`src/rtl/wb_aperture_pkg.sv`:
```
// ---------------------------------------------------------------------------
// wb_aperture_pkg
// Shared definitions for the Wishbone aperture decoder:
//   - timeout FSM state encoding
//   - error counter width
//   - default read value returned on forced (timeout/unmapped) acks
//   - aperture_match(): compares the upper address bits of an address against
//     an aperture base, ignoring the bits at or below bit position lsb-1
// ---------------------------------------------------------------------------
package wb_aperture_pkg;

   typedef enum logic [1:0] {
      ST_IDLE  = 2'd0,
      ST_COUNT = 2'd1,
      ST_ACK   = 2'd2
   } wb_to_state_e;

   localparam int          ERR_CNT_WIDTH          = 8;
   localparam logic [31:0] DEFAULT_READ_VALUE_DEF = 32'hBAD_FAB_AC;

   // Addresses are passed zero-extended to 32 bits so one function serves
   // every APERWIDTH up to 32.
   function automatic logic aperture_match(input logic [31:0] adr,
                                           input logic [31:0] base,
                                           input int          lsb);
      logic [31:0] diff;
      diff = (adr ^ base) >> lsb;
      return (diff == 32'd0);
   endfunction

endpackage

```
`src/rtl/wb_aperture_decoder_fsm.sv`:
```
// ---------------------------------------------------------------------------
// wb_timeout_fsm
// Timeout state machine, wait counter and sticky error status for the
// aperture decoder. Completes any master cycle that no slave acknowledges
// within TIMEOUT_CYCLES wait cycles by spending one cycle in ST_ACK.
//
// Configuration macro: WB_FAST_UNMAPPED_ACK_EN
//   defined   - a request that hits no aperture goes straight to ST_ACK
//   undefined - unmapped requests take the full timeout path
//
// Ports:
//   WBs_CLK_i    clock
//   WBs_RST_n_i  asynchronous active-low reset
//   req_i        master CYC & STB
//   slv_ack_i    ack from the selected slave
//   unmapped_i   request address hits no aperture
//   adr_i        master address (captured on the first error)
//   err_clr_i    clear all error status
//   ack_state_o  FSM is in ST_ACK (forced ack cycle)
//   bus_err_o    sticky error flag
//   err_adr_o    address of the first error since the last clear
//   err_cnt_o    saturating error count
// ---------------------------------------------------------------------------
module wb_timeout_fsm
   import wb_aperture_pkg::*;
#(
   parameter int APERWIDTH          = 17,
   parameter int TIMEOUT_CNTR_WIDTH = 3,
   parameter int TIMEOUT_CYCLES     = 7
) (
   input  logic                     WBs_CLK_i,
   input  logic                     WBs_RST_n_i,
   input  logic                     req_i,
   input  logic                     slv_ack_i,
   input  logic                     unmapped_i,
   input  logic [APERWIDTH-1:0]     adr_i,
   input  logic                     err_clr_i,
   output logic                     ack_state_o,
   output logic                     bus_err_o,
   output logic [APERWIDTH-1:0]     err_adr_o,
   output logic [ERR_CNT_WIDTH-1:0] err_cnt_o
);

   localparam logic [TIMEOUT_CNTR_WIDTH-1:0] CNT_LAST = TIMEOUT_CNTR_WIDTH'(TIMEOUT_CYCLES - 1);

   wb_to_state_e                  state_q, state_d;
   logic [TIMEOUT_CNTR_WIDTH-1:0] cnt_q, cnt_d;
   logic                          bus_err_q, bus_err_d;
   logic [APERWIDTH-1:0]          err_adr_q, err_adr_d;
   logic [ERR_CNT_WIDTH-1:0]      err_cnt_q, err_cnt_d;

`ifndef WB_FAST_UNMAPPED_ACK_EN
   logic unused_unmapped;
   assign unused_unmapped = unmapped_i;
`endif

   always_ff @(posedge WBs_CLK_i or negedge WBs_RST_n_i) begin
      if (!WBs_RST_n_i) begin
         state_q   <= ST_IDLE;
         cnt_q     <= '0;
         bus_err_q <= 1'b0;
         err_adr_q <= '0;
         err_cnt_q <= '0;
      end else begin
         state_q   <= state_d;
         cnt_q     <= cnt_d;
         bus_err_q <= bus_err_d;
         err_adr_q <= err_adr_d;
         err_cnt_q <= err_cnt_d;
      end
   end

   always_comb begin
      state_d = state_q;
      cnt_d   = cnt_q;
      case (state_q)
         ST_IDLE: begin
            // A zero-wait slave ack completes the access without leaving IDLE.
            if (req_i && !slv_ack_i) begin
               cnt_d = '0;
`ifdef WB_FAST_UNMAPPED_ACK_EN
               state_d = unmapped_i ? ST_ACK : ST_COUNT;
`else
               state_d = ST_COUNT;
`endif
            end
         end
         ST_COUNT: begin
            cnt_d = cnt_q + 1'b1;
            // Slave ack takes priority over expiry; a dropped request aborts
            // silently.
            if (slv_ack_i || !req_i) begin
               state_d = ST_IDLE;
            end else if (cnt_q == CNT_LAST) begin
               state_d = ST_ACK;
            end
         end
         ST_ACK:  state_d = ST_IDLE;
         default: state_d = ST_IDLE;
      endcase
   end

   // Clear is applied first so that a forced ack in the same cycle starts a
   // fresh error record.
   always_comb begin
      bus_err_d = bus_err_q;
      err_adr_d = err_adr_q;
      err_cnt_d = err_cnt_q;
      if (err_clr_i) begin
         bus_err_d = 1'b0;
         err_adr_d = '0;
         err_cnt_d = '0;
      end
      if (state_q == ST_ACK) begin
         if (!bus_err_d) begin
            err_adr_d = adr_i;
         end
         bus_err_d = 1'b1;
         if (err_cnt_d != '1) begin
            err_cnt_d = err_cnt_d + 1'b1;
         end
      end
   end

   assign ack_state_o = (state_q == ST_ACK);
   assign bus_err_o   = bus_err_q;
   assign err_adr_o   = err_adr_q;
   assign err_cnt_o   = err_cnt_q;

endmodule

```
`src/rtl/wb_aperture_decoder.sv`:
```
// ---------------------------------------------------------------------------
// wb_aperture_decoder
// Wishbone aperture decoder / interconnect. Routes a master cycle to one of
// NUM_SLAVES apertures, muxes read data and acks back, and forces an ack with
// DEFAULT_READ_VALUE (plus a sticky error) when no slave responds.
//
// Configuration macro: WB_FAST_UNMAPPED_ACK_EN (see wb_timeout_fsm) gives a
// one-cycle default ack for accesses that hit no aperture.
//
// Ports:
//   WBs_CLK_i / WBs_RST_n_i     clock, asynchronous active-low reset
//   WBs_ADR_i, WBs_CYC_i, WBs_STB_i, WBs_WE_i, WBs_BYTE_STB_i  master request
//   WBs_DAT_o, WBs_ACK_o        read data and ack to the master
//   WBs_CYC_o                   per-slave cycle select
//   WBs_DAT_i, WBs_ACK_i        packed slave read data (slave 0 in LSBs), acks
//   Err_Clr_i                   clear error status
//   Bus_Err_o, Err_ADR_o, Err_Cnt_o  sticky error flag, first address, count
// ---------------------------------------------------------------------------
module wb_aperture_decoder
   import wb_aperture_pkg::*;
#(
   parameter int                              NUM_SLAVES         = 4,
   parameter int                              APERWIDTH          = 17,
   parameter int                              APERSIZE           = 10,
   parameter logic [NUM_SLAVES*APERWIDTH-1:0] BASE_ADDRS         = {17'h12000, 17'h02000, 17'h01000, 17'h00000},
   parameter int                              TIMEOUT_CNTR_WIDTH = 3,
   parameter int                              TIMEOUT_CYCLES     = 7,
   parameter logic [31:0]                     DEFAULT_READ_VALUE = DEFAULT_READ_VALUE_DEF
) (
   input  logic                     WBs_CLK_i,
   input  logic                     WBs_RST_n_i,
   input  logic [APERWIDTH-1:0]     WBs_ADR_i,
   input  logic                     WBs_CYC_i,
   input  logic                     WBs_STB_i,
   input  logic                     WBs_WE_i,
   input  logic [3:0]               WBs_BYTE_STB_i,
   output logic [31:0]              WBs_DAT_o,
   output logic                     WBs_ACK_o,
   output logic [NUM_SLAVES-1:0]    WBs_CYC_o,
   input  logic [32*NUM_SLAVES-1:0] WBs_DAT_i,
   input  logic [NUM_SLAVES-1:0]    WBs_ACK_i,
   input  logic                     Err_Clr_i,
   output logic                     Bus_Err_o,
   output logic [APERWIDTH-1:0]     Err_ADR_o,
   output logic [ERR_CNT_WIDTH-1:0] Err_Cnt_o
);

   logic [NUM_SLAVES-1:0] hit;
   logic [NUM_SLAVES-1:0] sel;
   logic                  slv_ack;
   logic                  ack_state;
   logic [31:0]           slv_dat;

   // Write enable and byte strobes go straight from master to slaves outside
   // this block; they play no part in decoding.
   logic unused_inputs;
   assign unused_inputs = ^{WBs_WE_i, WBs_BYTE_STB_i};

   for (genvar gi = 0; gi < NUM_SLAVES; gi++) begin : g_hit
      assign hit[gi] = aperture_match(32'(WBs_ADR_i),
                                      32'(BASE_ADDRS[gi*APERWIDTH +: APERWIDTH]),
                                      APERSIZE + 2);
   end

   // Isolate the lowest set bit: overlapping apertures go to the lowest index.
   assign sel = hit & (~hit + NUM_SLAVES'(1));

   assign slv_ack = |(WBs_ACK_i & sel);

   always_comb begin
      slv_dat = DEFAULT_READ_VALUE;
      for (int k = 0; k < NUM_SLAVES; k++) begin
         if (sel[k]) begin
            slv_dat = WBs_DAT_i[32*k +: 32];
         end
      end
   end

   // Slaves are deselected in the forced-ack cycle, so writes are dropped.
   assign WBs_CYC_o = sel & {NUM_SLAVES{WBs_CYC_i & ~ack_state}};
   assign WBs_ACK_o = WBs_RST_n_i & (slv_ack | ack_state);
   assign WBs_DAT_o = (slv_ack && !ack_state) ? slv_dat : DEFAULT_READ_VALUE;

   wb_timeout_fsm #(
      .APERWIDTH          (APERWIDTH),
      .TIMEOUT_CNTR_WIDTH (TIMEOUT_CNTR_WIDTH),
      .TIMEOUT_CYCLES     (TIMEOUT_CYCLES)
   ) u_timeout_fsm (
      .WBs_CLK_i   (WBs_CLK_i),
      .WBs_RST_n_i (WBs_RST_n_i),
      .req_i       (WBs_CYC_i & WBs_STB_i),
      .slv_ack_i   (slv_ack),
      .unmapped_i  (~|hit),
      .adr_i       (WBs_ADR_i),
      .err_clr_i   (Err_Clr_i),
      .ack_state_o (ack_state),
      .bus_err_o   (Bus_Err_o),
      .err_adr_o   (Err_ADR_o),
      .err_cnt_o   (Err_Cnt_o)
   );

endmodule

```
`config.mk`:
```
export PLATFORM = sky130hd
export DESIGN_NAME = wb_aperture_decoder
export DESIGN_NICKNAME = d
export VERILOG_FILES = /design/src/rtl/wb_aperture_pkg.sv /design/src/rtl/wb_aperture_decoder_fsm.sv /design/src/rtl/wb_aperture_decoder.sv
export SDC_FILE = /design/constraint.sdc
export NUM_CORES = 1
export LEC_CHECK = 0
export CAP_MARGIN = 20
export CORE_ASPECT_RATIO = 1.2
export CORE_UTILIZATION = 30
export DETAILED_ROUTE_END_ITERATION = 10
export PLACE_DENSITY = 0.76
export SETUP_SLACK_MARGIN = 0.15
export SLEW_MARGIN = 20
export SYNTH_ARGS = -nofsm -noshare
export SYNTH_HDL_FRONTEND = slang
export SYNTH_SLANG_ARGS = --single-unit
export TNS_END_PERCENT = 1
```
`constraint.sdc`:
```
create_clock -name WBs_CLK_i -period 3.1 [get_ports WBs_CLK_i]
set_input_delay 0.62 -clock WBs_CLK_i [delete_from_list [all_inputs] [get_ports WBs_CLK_i]]
set_output_delay 0.62 -clock WBs_CLK_i [all_outputs]
set_load 0.03 [all_outputs]
```
==> flow_metrics.py, run 1 <==
metrics = {
    "synthesis": {
        "syn_avg_cell_area_um2": 8.60,
        "syn_nets": 472,
        "yosys.area.top_type": "dfrtp_1",
        "yosysTopAreaCellShare_pct": 29.1,
        "synthArstFlopShare_pct": 100,
        "synth_cells": 310,
        "ys_ff_latch": 31,
        "synth_ff_type": "dfrtp_1",
        "seq_area_frac_synth_pct": 29.1,
        "syn_area_um2": 2670,
        "netlist_top_cells_count": "nand2_1 (50), mux2_2 (42), o22ai_1 (32)",
        "ys.warnings.count": 0,
        "synth.most_common_cell": "nand2_1",
        "synth.area.top_cells": "dfrtp_1 (29%), mux2_2 (18%), mux2i_1 (9.8%)",
        "ys_types": 37,
        "synth_edf_count": 0,
    },
    "pwr": {
        "power_frac_comb_pct": 33.9,
        "pwr-share-seq_pct": 36.4,
        "p_sw_mw": 0.284,
        "switching_share_pct": 24.3,
        "power.density_nw_per_um2": 223,
        "p_int_mw": 0.884,
        "clkPwrFrac_pct": 29.7,
        "leakage_nw": 2.26,
        "ir_drop_mv": 0.231,
    },
    "worst_setup_path": {
        "r2r_cells": 5,
        "max_stage_delay_ns": 0.57,
        "r2r-end": "u_timeout_fsm.err_cnt_o[1]",
        "reg2reg_slack_ns": 1.22,
        "path_delay_family": "simple AND/OR/NAND/NOR gates",
        "arrival_ns": 2.27,
        "cp-start-kind": "primary input",
        "worstPathMaxFanout": 8,
        "path_class": "primary input to output pin",
        "worstPathRequired_ns": 2.48,
        "end_kind": "output pin",
        "worst-path-buf-inv": 3,
        "regToRegStartpoint": "u_timeout_fsm.err_cnt_o[0]",
        "crit_path_top_delay_cell": "or4_4",
        "cp_cell_sequence": "dlygate4sd2_1 > or4_4 > o22ai_4 > and2_4 > clkbuf_16 > nand2_2 > buf_6",
    },
    "detailed_routing": {
        "first_iter_violations": 66,
        "drc_errors": 0,
        "dr.pass1.iters": 4,
        "vias": 3190,
        "post_drt_wl_per_cell_um": 16.9,
        "vias_per_cell": 4.94,
        "ant_nets": 0,
        "wirelength_um": 10900,
    },
    "timing": {
        "min_period_over_period_pct": 93.3,
        "finalSetupViolCount": 0,
        "maxSlewViolCount": 0,
        "fmax_ghz": 0.346,
        "fin_ws_ns": 0.209,
        "hold_viol": 0,
        "rsz0062_at_grt": "false",
        "fin_tns_setup_ns": 0,
        "hold_slack_ns": 0.506,
        "clock_skew_ns": 0.00424,
        "min_period_ns": 2.89,
        "tightestPinTransition_ns": 0.602,
        "slew_headroom_pct": 59.8,
    },
    "floorplanning": {
        "dieArea_um2": 9270,
        "row_count": 37,
        "core_area_um2": 8610,
        "start_util_pct": 31.0,
        "chipWidth_um": 88.1,
        "die_height_um": 105,
        "io_pins": 222,
    },
    "global_route": {
        "grt_overflow": 0,
        "gr-usage-all-layers_pct": 23.1,
        "grt_antenna_before_repair": 1,
        "grt_pass1_vias": 3296,
        "grt_max_degree": 35,
        "grt_pass1_wl_um": 16400,
    },
    "min_path": {
        "holdPathEnd": "u_timeout_fsm.cnt_q[0]",
        "worstHoldPathCells": 1,
        "hp-start": "u_timeout_fsm.cnt_q[0]",
        "hold_class": "register to register",
    },
    "place": {
        "gp_congestion": 0.851,
        "place_inst": 636,
        "pre_cts_slack_ns": -0.0533,
        "port_buffers": 216,
        "dp_hpwl_um": 8710,
    },
    "clock_network": {
        "root_buffer": "clkbuf_8",
        "path_clk_slew_ns": 0.06,
        "clock_latency_ns": 0.27,
        "clock_sinks": 31,
        "cts_hold_buf": 0,
        "cts_tree": "built",
        "h-tree-depth": 2,
        "clk_path_buf_depth": 2,
        "cts_buffers": 5,
    },
    "job": {
        "max-cap-violations": 0,
    },
    "finish": {
        "layout-drive-gt1-share_pct": 24.2,
        "finish.utilization_pct": 60.8,
        "syn2layout_area_growth_pct": 96.2,
        "final_nets": 690,
        "final_cells": 646,
        "diodes": 0,
    },
    "outcome": {
        "status": "completed",
    },
}
-- through the flow --
stage	cell area [um2]	power, mW
after floorplan	2670	0.580
after global routing	5230	1.22
after detailed placement	5050	0.826
after global placement	5050	0.819
final	5230	1.17
after CTS	5170	1.18
-- registers in the layout (all words and copies together), names as in the netlist --
| register | cells |
|---|---|
| u_timeout_fsm.err_adr_o | 17 |
| u_timeout_fsm.bus_err_o | 1 |
| u_timeout_fsm.err_cnt_o | 8 |
| u_timeout_fsm.cnt_q | 3 |
| u_timeout_fsm.state_q | 2 |
-- worst max path at each step --
stage / slack, ns / startpoint / cells past startpoint / endpoint
3_5_place_dp: -0.05 / WBs_ADR_i[15] / 8 / WBs_DAT_o[3]
2_1_floorplan: 0.25 / WBs_ADR_i[12] / 5 / WBs_CYC_o[2]
5_1_grt: 0.16 / WBs_ADR_i[13] / 7 / WBs_DAT_o[13]
3_3_place_gp: -0.04 / WBs_ADR_i[13] / 5 / WBs_CYC_o[3]
6_report: 0.21 / WBs_ADR_i[13] / 7 / WBs_DAT_o[13]
4_1_cts: 0.17 / WBs_ADR_i[14] / 7 / WBs_CYC_o[1]
-- power groups by stage --
| stage | Combinational, mW | Sequential [mW] | Clock [mW] |
|---|---|---|---|
| after floorplan | 0.147 | 0.433 | 0 |
| after global placement | 0.387 | 0.432 | 0 |
| after detailed placement | 0.393 | 0.433 | 0 |
| after CTS | 0.395 | 0.426 | 0.356 |
| after global routing | 0.427 | 0.427 | 0.370 |
| final | 0.396 | 0.426 | 0.347 |
-- final cells by class --
class	count	area, um2
Timing Repair Buffer	236	2430
Multi-Input combinational cell	248	1760
Sequential cell	31	776
Fill cell	776	3380
Inverter	6	22.5
Tap cell	117	146
Clock buffer	8	100
-- cells by family after synthesis --
kind of cell,count (synthesis),synth area share [%]
compound gates,48,11.3
xor+xnor,4,1.31
buf+inv,31,5.68
mux,69,27.9
fa+ha+maj,3,1.41
flops,31,29.1
simple gates,124,23.3
-- what timing repair did --
item / in CTS / in global routing
hold endpoints to repair: 0 / 0
pin swaps: 4 / 3
cloned: 0 / 1
endpoints found under the setup margin: 37 / 1
buffers inserted: 1 / 0
resized for setup: 6 / 14
-- layer usage --
metal	wire, um	share of wire, %	vias up	GRT usage, %
li1	-	-	1553	-
met1	3890	36	1454	24.9
met2	5620	51	165	42.9
met3	1180	11	16	6.58
met4	223	2.0	2	6.34
met5	13	0.12	-	0
-- cell usage in the layout (no fill, tap or decap), types with 2 or more instances in the layout --
master and count:
xnor2_1 4, buf_4 33, buf_6 9, dfrtp_1 31, nand3_1 20, nand2_2 10, buf_12 14, ha_1 3
nor3_1 3, clkbuf_8 7, and3_1 11, nor2b_1 5, o21ai_1 8, mux2_2 42, nor4_1 2, nand4_1 2
inv_1 5, mux2i_1 26, nor2_1 7, nor2_2 2, o22ai_1 32, clkdlybuf4s50_1 174, nand2_1 50, buf_2 2
a21oi_1 3, nand2b_1 4
No activity file was read; power rests on OpenSTA's default activity.
==> inputs of run 2 (changes only) <==
--- a/config.mk
+++ b/config.mk
@@ -5,7 +5,6 @@
 export SDC_FILE = /design/constraint.sdc
 export NUM_CORES = 1
 export LEC_CHECK = 0
-export CAP_MARGIN = 20
 export CORE_ASPECT_RATIO = 1.2
 export CORE_UTILIZATION = 30
 export DETAILED_ROUTE_END_ITERATION = 10
==> results of run 2 <==
Same layout as run 1: the final DEF is identical, and so are final timing and power.
==> inputs of run 3 (changes only) <==
--- a/config.mk
+++ b/config.mk
@@ -8,6 +8,7 @@
 export CORE_ASPECT_RATIO = 1.2
 export CORE_UTILIZATION = 30
 export DETAILED_ROUTE_END_ITERATION = 10
+export MAX_ROUTING_LAYER = met4
 export PLACE_DENSITY = 0.76
 export SETUP_SLACK_MARGIN = 0.15
 export SLEW_MARGIN = 20
==> flow_metrics.py, run 3 (synthesis gave the netlist of run 1 again) <==
metrics = {
    "outcome": {
        "status": "completed",
    },
    "global_route": {
        "gr-usage-all-layers_pct": 23.7,
        "grt_overflow": 0,
        "grt_pass1_wl_um": 16400,
        "grt_max_degree": 35,
        "grt_antenna_before_repair": 1,
        "grt_pass1_vias": 3303,
    },
    "finish": {
        "seq_area_um2": 776,
        "syn2layout_area_growth_pct": 96.3,
        "largest_reg_flops": 17,
        "layout_common_cells": "clkdlybuf4s50_1 (174), nand2_1 (50), mux2_2 (42)",
        "fillCellCount": 776,
        "fin_area_um2": 5240,
        "final_common_cell": "clkdlybuf4s50_1",
        "layout-drive-gt1-share_pct": 24.2,
        "multi_input_area_um2": 1760,
        "final_nets": 690,
    },
    "timing": {
        "finalSetupViolCount": 0,
        "min_period_over_period_pct": 93.3,
        "tightestPinTransition_ns": 0.618,
        "hold_viol": 0,
        "min_period_ns": 2.89,
        "maxSlewViolCount": 0,
        "fmax_ghz": 0.346,
        "slew_headroom_pct": 58.7,
        "rsz0062_at_grt": "false",
        "clock_skew_ns": 0.00424,
    },
    "floorplanning": {
        "io_pins": 222,
        "die_height_um": 105,
        "core_area_um2": 8610,
        "dieArea_um2": 9270,
        "start_util_pct": 31.0,
        "chipWidth_um": 88.1,
        "row_count": 37,
    },
    "clock_network": {
        "cts_tree": "built",
        "path_clk_slew_ns": 0.06,
        "clock_latency_ns": 0.27,
        "h-tree-depth": 2,
        "clock_sinks": 31,
        "cts_hold_buf": 0,
        "clk_path_buf_depth": 2,
        "cts_buffers": 5,
        "root_buffer": "clkbuf_8",
    },
    "pwr": {
        "power.density_nw_per_um2": 223,
        "ir_drop_mv": 0.236,
        "leakage_nw": 2.26,
        "p_total_mw": 1.17,
    },
    "worst_setup_path": {
        "path_class": "primary input to output pin",
        "cp-start-kind": "primary input",
        "worstPathMaxFanout": 8,
        "arrival_ns": 2.27,
        "worstPathRequired_ns": 2.48,
        "reg2reg_slack_ns": 1.20,
        "end_kind": "output pin",
        "regToRegStartpoint": "u_timeout_fsm.state_q[0]",
        "r2r_cells": 4,
        "r2r-end": "u_timeout_fsm.err_adr_o[12]",
    },
    "detailed_routing": {
        "vias": 3197,
        "wirelength_um": 10900,
        "post_drt_wl_per_cell_um": 16.9,
        "first_iter_violations": 70,
        "drc_errors": 0,
        "vias_per_cell": 4.94,
        "ant_nets": 0,
        "dr.pass1.iters": 4,
    },
    "min_path": {
        "hold_class": "register to register",
        "hp-start": "u_timeout_fsm.cnt_q[0]",
        "worstHoldPathCells": 1,
        "holdPathEnd": "u_timeout_fsm.cnt_q[0]",
    },
    "place": {
        "gp_congestion": 0.865,
        "postPlaceCellArea_um2": 5050,
        "port_buffers": 216,
        "dp_hpwl_um": 8710,
    },
    "job": {
        "max-cap-violations": 0,
    },
}
==> run 3: cell types whose count changed in the layout (fill, tap and decap cells not counted), sizes merged <==
cell,change
diode,+1
==> run 3: stage by stage <==
step	setup slack, ns	utilization [%]	setup TNS [ns]	hold slack, ns	std cells
2_1_floorplan	0.255	-	0	0.324	310
5_1_grt	0.163	60.8	0	0.527	647
4_1_cts	0.166	60.0	0	0.511	645
6_report	0.209	60.8	0	0.506	647
3_3_place_gp	-0.0382	58.7	-0.270	0.489	636
3_5_place_dp	-0.0533	58.7	-0.781	0.494	636
==> run 3: power breakdown <==
group | total, mW | internal [mW] | switching, mW
clock network | 0.348 | 0.203 | 0.146
logic | 0.396 | 0.266 | 0.130
registers | 0.426 | 0.415 | 0.0102
==> run 3: layout make-up <==
cell class	instances	share of cell area [%]
repair buffers	236	46.4
inverters	6	0.430
multi-input cells	248	33.6
well taps	117	2.80
flip-flops and latches	31	14.8
diodes	1	0.0478
clock buffers	8	1.91
==> run 3: timing repair <==
item                       4_1_cts  5_1_grt
resized for setup                6       14
pin swaps                        4        3
setup endpoints to repair       37        1
buffers inserted                 1        0
cloned                           0        1
==> run 3: worst max-delay path by stage <==
stage	from	end	slack (ns)	depth (start not counted)
4_1_cts	WBs_ADR_i[14]	WBs_CYC_o[1]	0.17	7
6_report	WBs_ADR_i[13]	WBs_DAT_o[13]	0.21	7
2_1_floorplan	WBs_ADR_i[12]	WBs_CYC_o[2]	0.25	5
3_5_place_dp	WBs_ADR_i[15]	WBs_DAT_o[3]	-0.05	8
3_3_place_gp	WBs_ADR_i[13]	WBs_CYC_o[3]	-0.04	5
5_1_grt	WBs_ADR_i[13]	WBs_DAT_o[13]	0.16	7
==> run 3: critical path, cell delays in order <==
cell and delay [ns]:
dlygate4sd2_1 0.25, or4_4 0.57, o22ai_4 0.20, and2_4 0.26, clkbuf_16 0.17, nand2_2 0.05, buf_6 0.14
==> run 3: routing by layer <==
layer | track usage, % | vias to the layer above | part of all wire, %
met2 | 43.0 | 170 | 52
li1 | - | 1554 | -
met5 | - | - | 0
met4 | 6.34 | 0 | 2.1
met1 | 25.1 | 1459 | 36
met3 | 6.11 | 14 | 11
